### config.mk
export PLATFORM = sky130hd
export DESIGN_NAME = lmsm_sequencer
export DESIGN_NICKNAME = d
export VERILOG_FILES = /design/src/rtl/lmsm_sequencer.sv
export SDC_FILE = /design/constraint.sdc
export NUM_CORES = 1
export LEC_CHECK = 0
export ABC_AREA = 1
export CORE_MARGIN = 2
export CORE_UTILIZATION = 50
export DETAILED_ROUTE_END_ITERATION = 10
export PLACE_DENSITY = 0.85
export SLEW_MARGIN = 20
export SYNTH_ARGS = -nofsm -noshare
export SYNTH_HDL_FRONTEND = slang
export SYNTH_SLANG_ARGS = --single-unit
### constraint.sdc
create_clock -name clk -period 2.7 [get_ports clk]
set_input_delay 0.54 -clock clk [delete_from_list [all_inputs] [get_ports clk]]
set_output_delay 0.54 -clock clk [all_outputs]
set_load 0.02 [all_outputs]
### src/rtl/lmsm_sequencer.sv
// lmsm_sequencer: load-multiple / store-multiple transfer sequencer.
// Walks a register mask low->high against consecutive memory words.
module lmsm_sequencer #(
    parameter  int DATA_W = 16,
    parameter  int ADDR_W = 16,
    parameter  int NREG   = 8,
    localparam int IDX_W  = $clog2(NREG),
    localparam int CNT_W  = $clog2(NREG + 1)
) (
    input  logic              clk,
    input  logic              reset,
    input  logic              start,
    input  logic              mode,
    input  logic [NREG-1:0]   reg_mask,
    input  logic [ADDR_W-1:0] base_addr,
    output logic              busy,
    output logic              done,
    output logic              mem_req,
    output logic              mem_we,
    output logic [ADDR_W-1:0] mem_addr,
    output logic [DATA_W-1:0] mem_wdata,
    input  logic              mem_ready,
    input  logic [DATA_W-1:0] mem_rdata,
    output logic [IDX_W-1:0]  rf_raddr,
    input  logic [DATA_W-1:0] rf_rdata,
    output logic              rf_we,
    output logic [IDX_W-1:0]  rf_waddr,
    output logic [DATA_W-1:0] rf_wdata,
    output logic [CNT_W-1:0]  xfer_count
);

    typedef enum logic [1:0] {
        IDLE,
        ACCESS,
        WB,
        DONE
    } state_t;

    state_t            state;
    logic              mode_r;
    logic [NREG-1:0]   mask_r;
    logic [ADDR_W-1:0] base_r;
    logic [ADDR_W-1:0] k_r;
    logic [IDX_W-1:0]  wb_idx;
    logic [DATA_W-1:0] wb_data;
    logic [CNT_W-1:0]  cnt_r;
    logic [IDX_W-1:0]  idx;
    logic [NREG-1:0]   mask_next;
    logic              is_acc;
    logic              is_sm_acc;

    // Current register is the lowest set bit of the remaining mask
    always_comb begin
        idx = '0;
        for (int i = NREG - 1; i >= 0; i--) begin
            if (mask_r[i]) begin
                idx = IDX_W'(i);
            end
        end
    end

    // Clearing the lowest set bit yields the mask after this transfer
    assign mask_next = mask_r & (mask_r - NREG'(1));

    // Command latch, mask walk, offset/count tracking and state sequencing
    always_ff @(posedge clk) begin
        if (reset) begin
            state   <= IDLE;
            mode_r  <= 1'b0;
            mask_r  <= '0;
            base_r  <= '0;
            k_r     <= '0;
            wb_idx  <= '0;
            wb_data <= '0;
            cnt_r   <= '0;
        end else begin
            unique case (state)
                IDLE: begin
                    if (start) begin
                        mode_r <= mode;
                        mask_r <= reg_mask;
                        base_r <= base_addr;
                        k_r    <= '0;
                        cnt_r  <= '0;
                        state  <= (reg_mask != '0) ? ACCESS : DONE;
                    end
                end
                ACCESS: begin
                    if (mem_ready) begin
                        mask_r <= mask_next;
                        k_r    <= k_r + ADDR_W'(1);
                        cnt_r  <= cnt_r + CNT_W'(1);
                        if (!mode_r) begin
                            wb_idx  <= idx;
                            wb_data <= mem_rdata;
                            state   <= WB;
                        end else begin
                            state <= (mask_next != '0) ? ACCESS : DONE;
                        end
                    end
                end
                WB: begin
                    state <= (mask_r != '0) ? ACCESS : DONE;
                end
                DONE: begin
                    state <= IDLE;
                end
                default: begin
                    state <= IDLE;
                end
            endcase
        end
    end

    assign is_acc    = (state == ACCESS);
    assign is_sm_acc = is_acc && mode_r;

    assign busy       = (state != IDLE);
    assign done       = (state == DONE);
    assign xfer_count = cnt_r;

    assign mem_req   = is_acc;
    assign mem_we    = is_sm_acc;
    assign mem_addr  = is_acc ? (base_r + k_r) : '0;
    assign rf_raddr  = is_sm_acc ? idx : '0;
    assign mem_wdata = is_sm_acc ? rf_rdata : '0;

    // A reset landing on a write-back cycle must not commit that write
    assign rf_we    = (state == WB) && !reset;
    assign rf_waddr = rf_we ? wb_idx : '0;
    assign rf_wdata = rf_we ? wb_data : '0;

endmodule

Word-level counts from Yosys, hierarchy flattened
Cells that the tools add are included.
{"block": "word_totals", "ff_bits": 66, "out_inout_bits": 63, "wordCells": 61}
{"block": "classes", "addsub": 4, "eq_ne": 5, "mux": 29, "n_bitwise": 2, "n_reduce_logical": 13}
{"cell": "$mux 16", "count": 5}
{"cell": "$pmux 16 s2", "count": 1}
{"cell": "$mux 3", "count": 10}
{"cell": "$reduce_bool 8->1", "count": 3}
{"cell": "$add 16x1->16 const B", "count": 1}
{"cell": "$add 16x16->16", "count": 1}
{"cell": "$mux 8", "count": 2}
{"cell": "$pmux 8 s2", "count": 1}
{"cell": "$mux 2", "count": 6}
{"cell": "$and 8x8->8", "count": 1}
{"cell": "$mux 4", "count": 2}
{"cell": "$pmux 2 s4", "count": 1}
{"cell": "$pmux 4 s2", "count": 1}
{"cell": "$sub 8x1->8 const B", "count": 1}
{"cell": "$reduce_and 3->1", "count": 2}
{"cell": "$add 4x1->4 const B", "count": 1}
{"cell": "$eq 2x2->1 const B", "count": 2}
{"cell": "$ne 2x2->1 const B", "count": 2}
{"cell": "$reduce_and 2->1", "count": 2}
{"cell": "$reduce_bool 2->1", "count": 2}
{"cell": "$eq 2x1->1 const B", "count": 1}
{"cell": "$logic_and 1x1->1", "count": 2}
{"cell": "$logic_not 2->1", "count": 1}
{"cell": "$logic_not 1->1", "count": 1}
{"cell": "$not 1->1", "count": 1}

Longest topological paths before layout
{"block": "depth", "depth_word": 9, "mapped_depth": 10, "ltp_nobuf": 10}

Worst setup path after synthesis
No wires, ideal clock.
{"block": "synth_timing", "path_type": "flip-flop to output port", "startpoint": "register k_r[0]", "endpoint": "output mem_addr[8]", "t_arrival_ns": 1.818, "required_ns": 2.160, "path_slack_ns": 0.342, "path_stages_with_launch": 9, "path_buffers": 0, "path_cell_list": "dfxtp_1 -> ha_1 -> fa_1 -> nand3_1 -> nand3_1 -> nand2_1 -> nand2_1 -> nand2_1 -> nor3b_1"}
{"block": "synth_via", "elab_chain_cells": 2}
{"item": "start: declaration", "line": "43", "rtl": "logic [ADDR_W-1:0] k_r;"}
{"item": "start signal: assignment", "line": "91", "rtl": "k_r <= k_r + ADDR_W'(1);"}
{"item": "$add 16x16->16", "line": "124", "rtl": "assign mem_addr = is_acc ? (base_r + k_r) : '0;"}
{"item": "$mux 16", "line": "124"}
{"item": "end: declaration", "line": "20", "rtl": "output logic [ADDR_W-1:0] mem_addr,"}
No other way between the ends.

Worst setup path after layout
{"block": "layout_timing", "startpoint": "register base_r[0]", "endpoint": "output mem_addr[12]"}
{"block": "layout_via", "elab_chain_cells": 2}
{"item": "start: declaration", "line": "42", "rtl": "logic [ADDR_W-1:0] base_r;"}
{"item": "start signal: assignment", "line": "82", "rtl": "base_r <= base_addr;"}
{"item": "$add 16x16->16", "line": "124"}
{"item": "$mux 16", "line": "124"}
No other way between the ends.

==> qor.yml <==
setup_path:
  worst_r2r_path_depth: 11
  required_ps: 2160
  criticalPathCategory: "reg -> out"
  crit_path_start_kind: "register"
  path_max_fanout: 4
  arrival_ps: 2060
  critPathCaptureType: "output port"
sta:
  worst_slew_pin_slew_ps: 446
  finalCritPeriodShare_pct: 96.1
  tns_ps: 0
  final-max-slew-violation-count: 0
  setup_violations: 0
  skew_ps: 6.61
  slew_headroom_pct: 70.2
  setup_ws_ps: 105
  fmax_mhz: 385
  hold_viol_final: 0
  fin_crit_ps: 2600
drt:
  drt-initial-drc-count: 290
  drtAntennaViolNets: 0
  avgRoutedWirePerCell_um: 13.9
  via_count: 4726
  routed_wl_um: 12300
  first_pass_iters: 6
  drcViolationCount: 0
  vias_per_cell: 5.33
die:
  rows: 32
  die_area_um2: 8870
  initial_utilization_pct: 52.1
  die_y_um: 94.2
  die_w_um: 94.2
  io_pins: 124
  coreArea_um2: 7810
clocking:
  tritoncts: "done"
  clock_path_buffers: 2
  cts-buffers-inserted: 9
  cts_sinks: 66
  postCtsSetupBuffers: 0
  cts_root_buffer: "clkbuf_8"
  clk_pin_slew_worst_paths_ps: 90
  cts-htree-levels: 3
  clk_latency_ps: 360
synthesis:
  synth_top_area_share_pct: 32.5
  synthesis.nets: 721
  yosysTopAreaCell: "dfxtp_1"
  synth.most_common_cell: "nor2_1"
  synth_area_leaders: "dfxtp_1 (32%), nor2_1 (11%), nand2_1 (11%), inv_1 (8.1%), a21oi_1 (7.9%)"
  synth_async_sr_flop_share_pct: 0
  synth_ff_type: "dfxtp_1"
  netlist_instances: 642
  synth_seq_cells: 66
  synth_warnings: 0
  ys_seq_area_share_pct: 32.5
  synth_edf_count: 0
  synth.cell_area_um2: 4070
  netlist_top_cells_count: "nor2_1 (121), nand2_1 (116), inv_1 (88), dfxtp_1 (66), a21oi_1 (64)"
  synth.avg_cell_area_um2: 6.33
  synth_cell_types: 38
grt:
  grt_util_all_layers_pct: 27.6
  antenna_found_initial: 0
  grt_pass1_wl_um: 19700
  grt_max_degree: 33
  grt_pass1_vias: 4368
  grt_overflow: 0
placed_design:
  gp_congestion: 0.934
  dp_slack_ps: -63.7
  dp_hpwl_um: 8980
  portBuffers: 123
pwr:
  power.share.sequential_pct: 40.5
  powerDensity_nw_per_um2: 484
  p_comb_share_pct: 27.9
  power_w: 0.00280
  p_int_w: 0.00182
  clkPwrFrac_pct: 31.6
  switching_share_pct: 35.0
  p_sw_w: 0.000979
  leakagePower_nw: 3.16
  ir_drop_mv: 0.357
hold_path:
  hp-class: "reg -> reg"
  whs_path_depth: 2
cells_and_area:
  syn_to_final_growth_pct: 42.1
  antennaDiodeCount: 0
  drive_gt1_share_pct: 10.8
  nets: 858
run_status:
  status: "completed"
run:
  drv_cap: 0
==> final cells by class <==
type	count	area, um^2
clock inverter	7	81.3
sequential	66	1320
clock buffer	9	124
fill	613	2030
tap	102	128
inverter	96	360
multi-input combinational	460	2330
timing repair buffer	146	1440
==> logic make-up after synthesis <==
kind of cell,count (synthesis),synth area share (%)
and+or+nand+nor,300,31.6
AOI/OAI and AO/OA,141,18.1
buffers and inverters,116,11.8
DFF,66,32.5
adders and majority gates,18,5.72
xor gates and xnor gates,1,0.215
==> timing repair <==
action	in CTS	in global routing
resized for setup	36	62
pin swaps	0	0
setup endpoints to repair	18	47
hold buffers	0	0
==> per-stage QoR <==
step / instances / area (um^2) / util [%] / hold slack (ps)
final: 886 / 5780 / 74.0 / 457
after global routing: 886 / 5780 / 74.0 / 478
after floorplan: 642 / 4070 / - / 430
after CTS: 886 / 5670 / 72.6 / 457
after detailed placement: 870 / 5480 / 70.2 / 444
after global placement: 870 / 5480 / 70.2 / 437
==> metal layers <==
layer	global-route usage [%]	wire length, um	vias up
met5	0	0	-
met4	10.0	221	0
met3	4.74	1030	20
met2	45.1	5840	206
met1	36.5	5210	2178
li1	-	-	2322
==> power by group through the flow <==
stage	Sequential (W)	Clock [W]	Combinational (W)
finish	0.00113	0.000883	0.000780
global route	0.00114	0.000930	0.000862
CTS	0.00113	0.000893	0.000770
detailed placement	0.00115	0	0.000769
global placement	0.00114	0	0.000749
floorplan	0.00114	0	0.000503
==> cells in the final DEF (no fill, tap or decap), types with 6 or more instances in the layout <==
master	count
dfxtp_1	65
nand3_1	30
dlymetal6s2s_1	36
clkdlybuf4s50_1	70
a21oi_1	64
o21bai_1	6
clkbuf_8	9
nor2_1	121
clkbuf_2	6
nand2_1	114
nand4_1	8
ha_1	13
buf_4	26
o21ai_0	60
inv_1	88
==> worst max-delay path, cell delays in order (launching register included) <==
cell	delay, ps
dfxtp_1	330
ha_1	230
fa_2	370
nand3_1	110
nand3_2	100
nand3_1	80
nand3_1	120
nand2_1	80
nand2_1	50
nor2_1	70
buf_2	160
==> state kept, by name, indices dropped and copies added, names as in the netlist <==
register,flops
base_r,16
k_r,16
wb_data,16
mask_r,8
xfer_count,4
wb_idx,3
state,2
mode_r,1
==> worst paths after layout <==
kind | slack (ps) | startpoint | endpoint
hold reg to reg | 460 | wb_data[7] | wb_data[7]
setup / recovery | 100 | base_r[0] | mem_addr[12]
setup reg to reg | 680 | state[0] | k_r[14]
hold / removal | 460 | wb_data[7] | wb_data[7]
(Power assumes the default switching activity.)
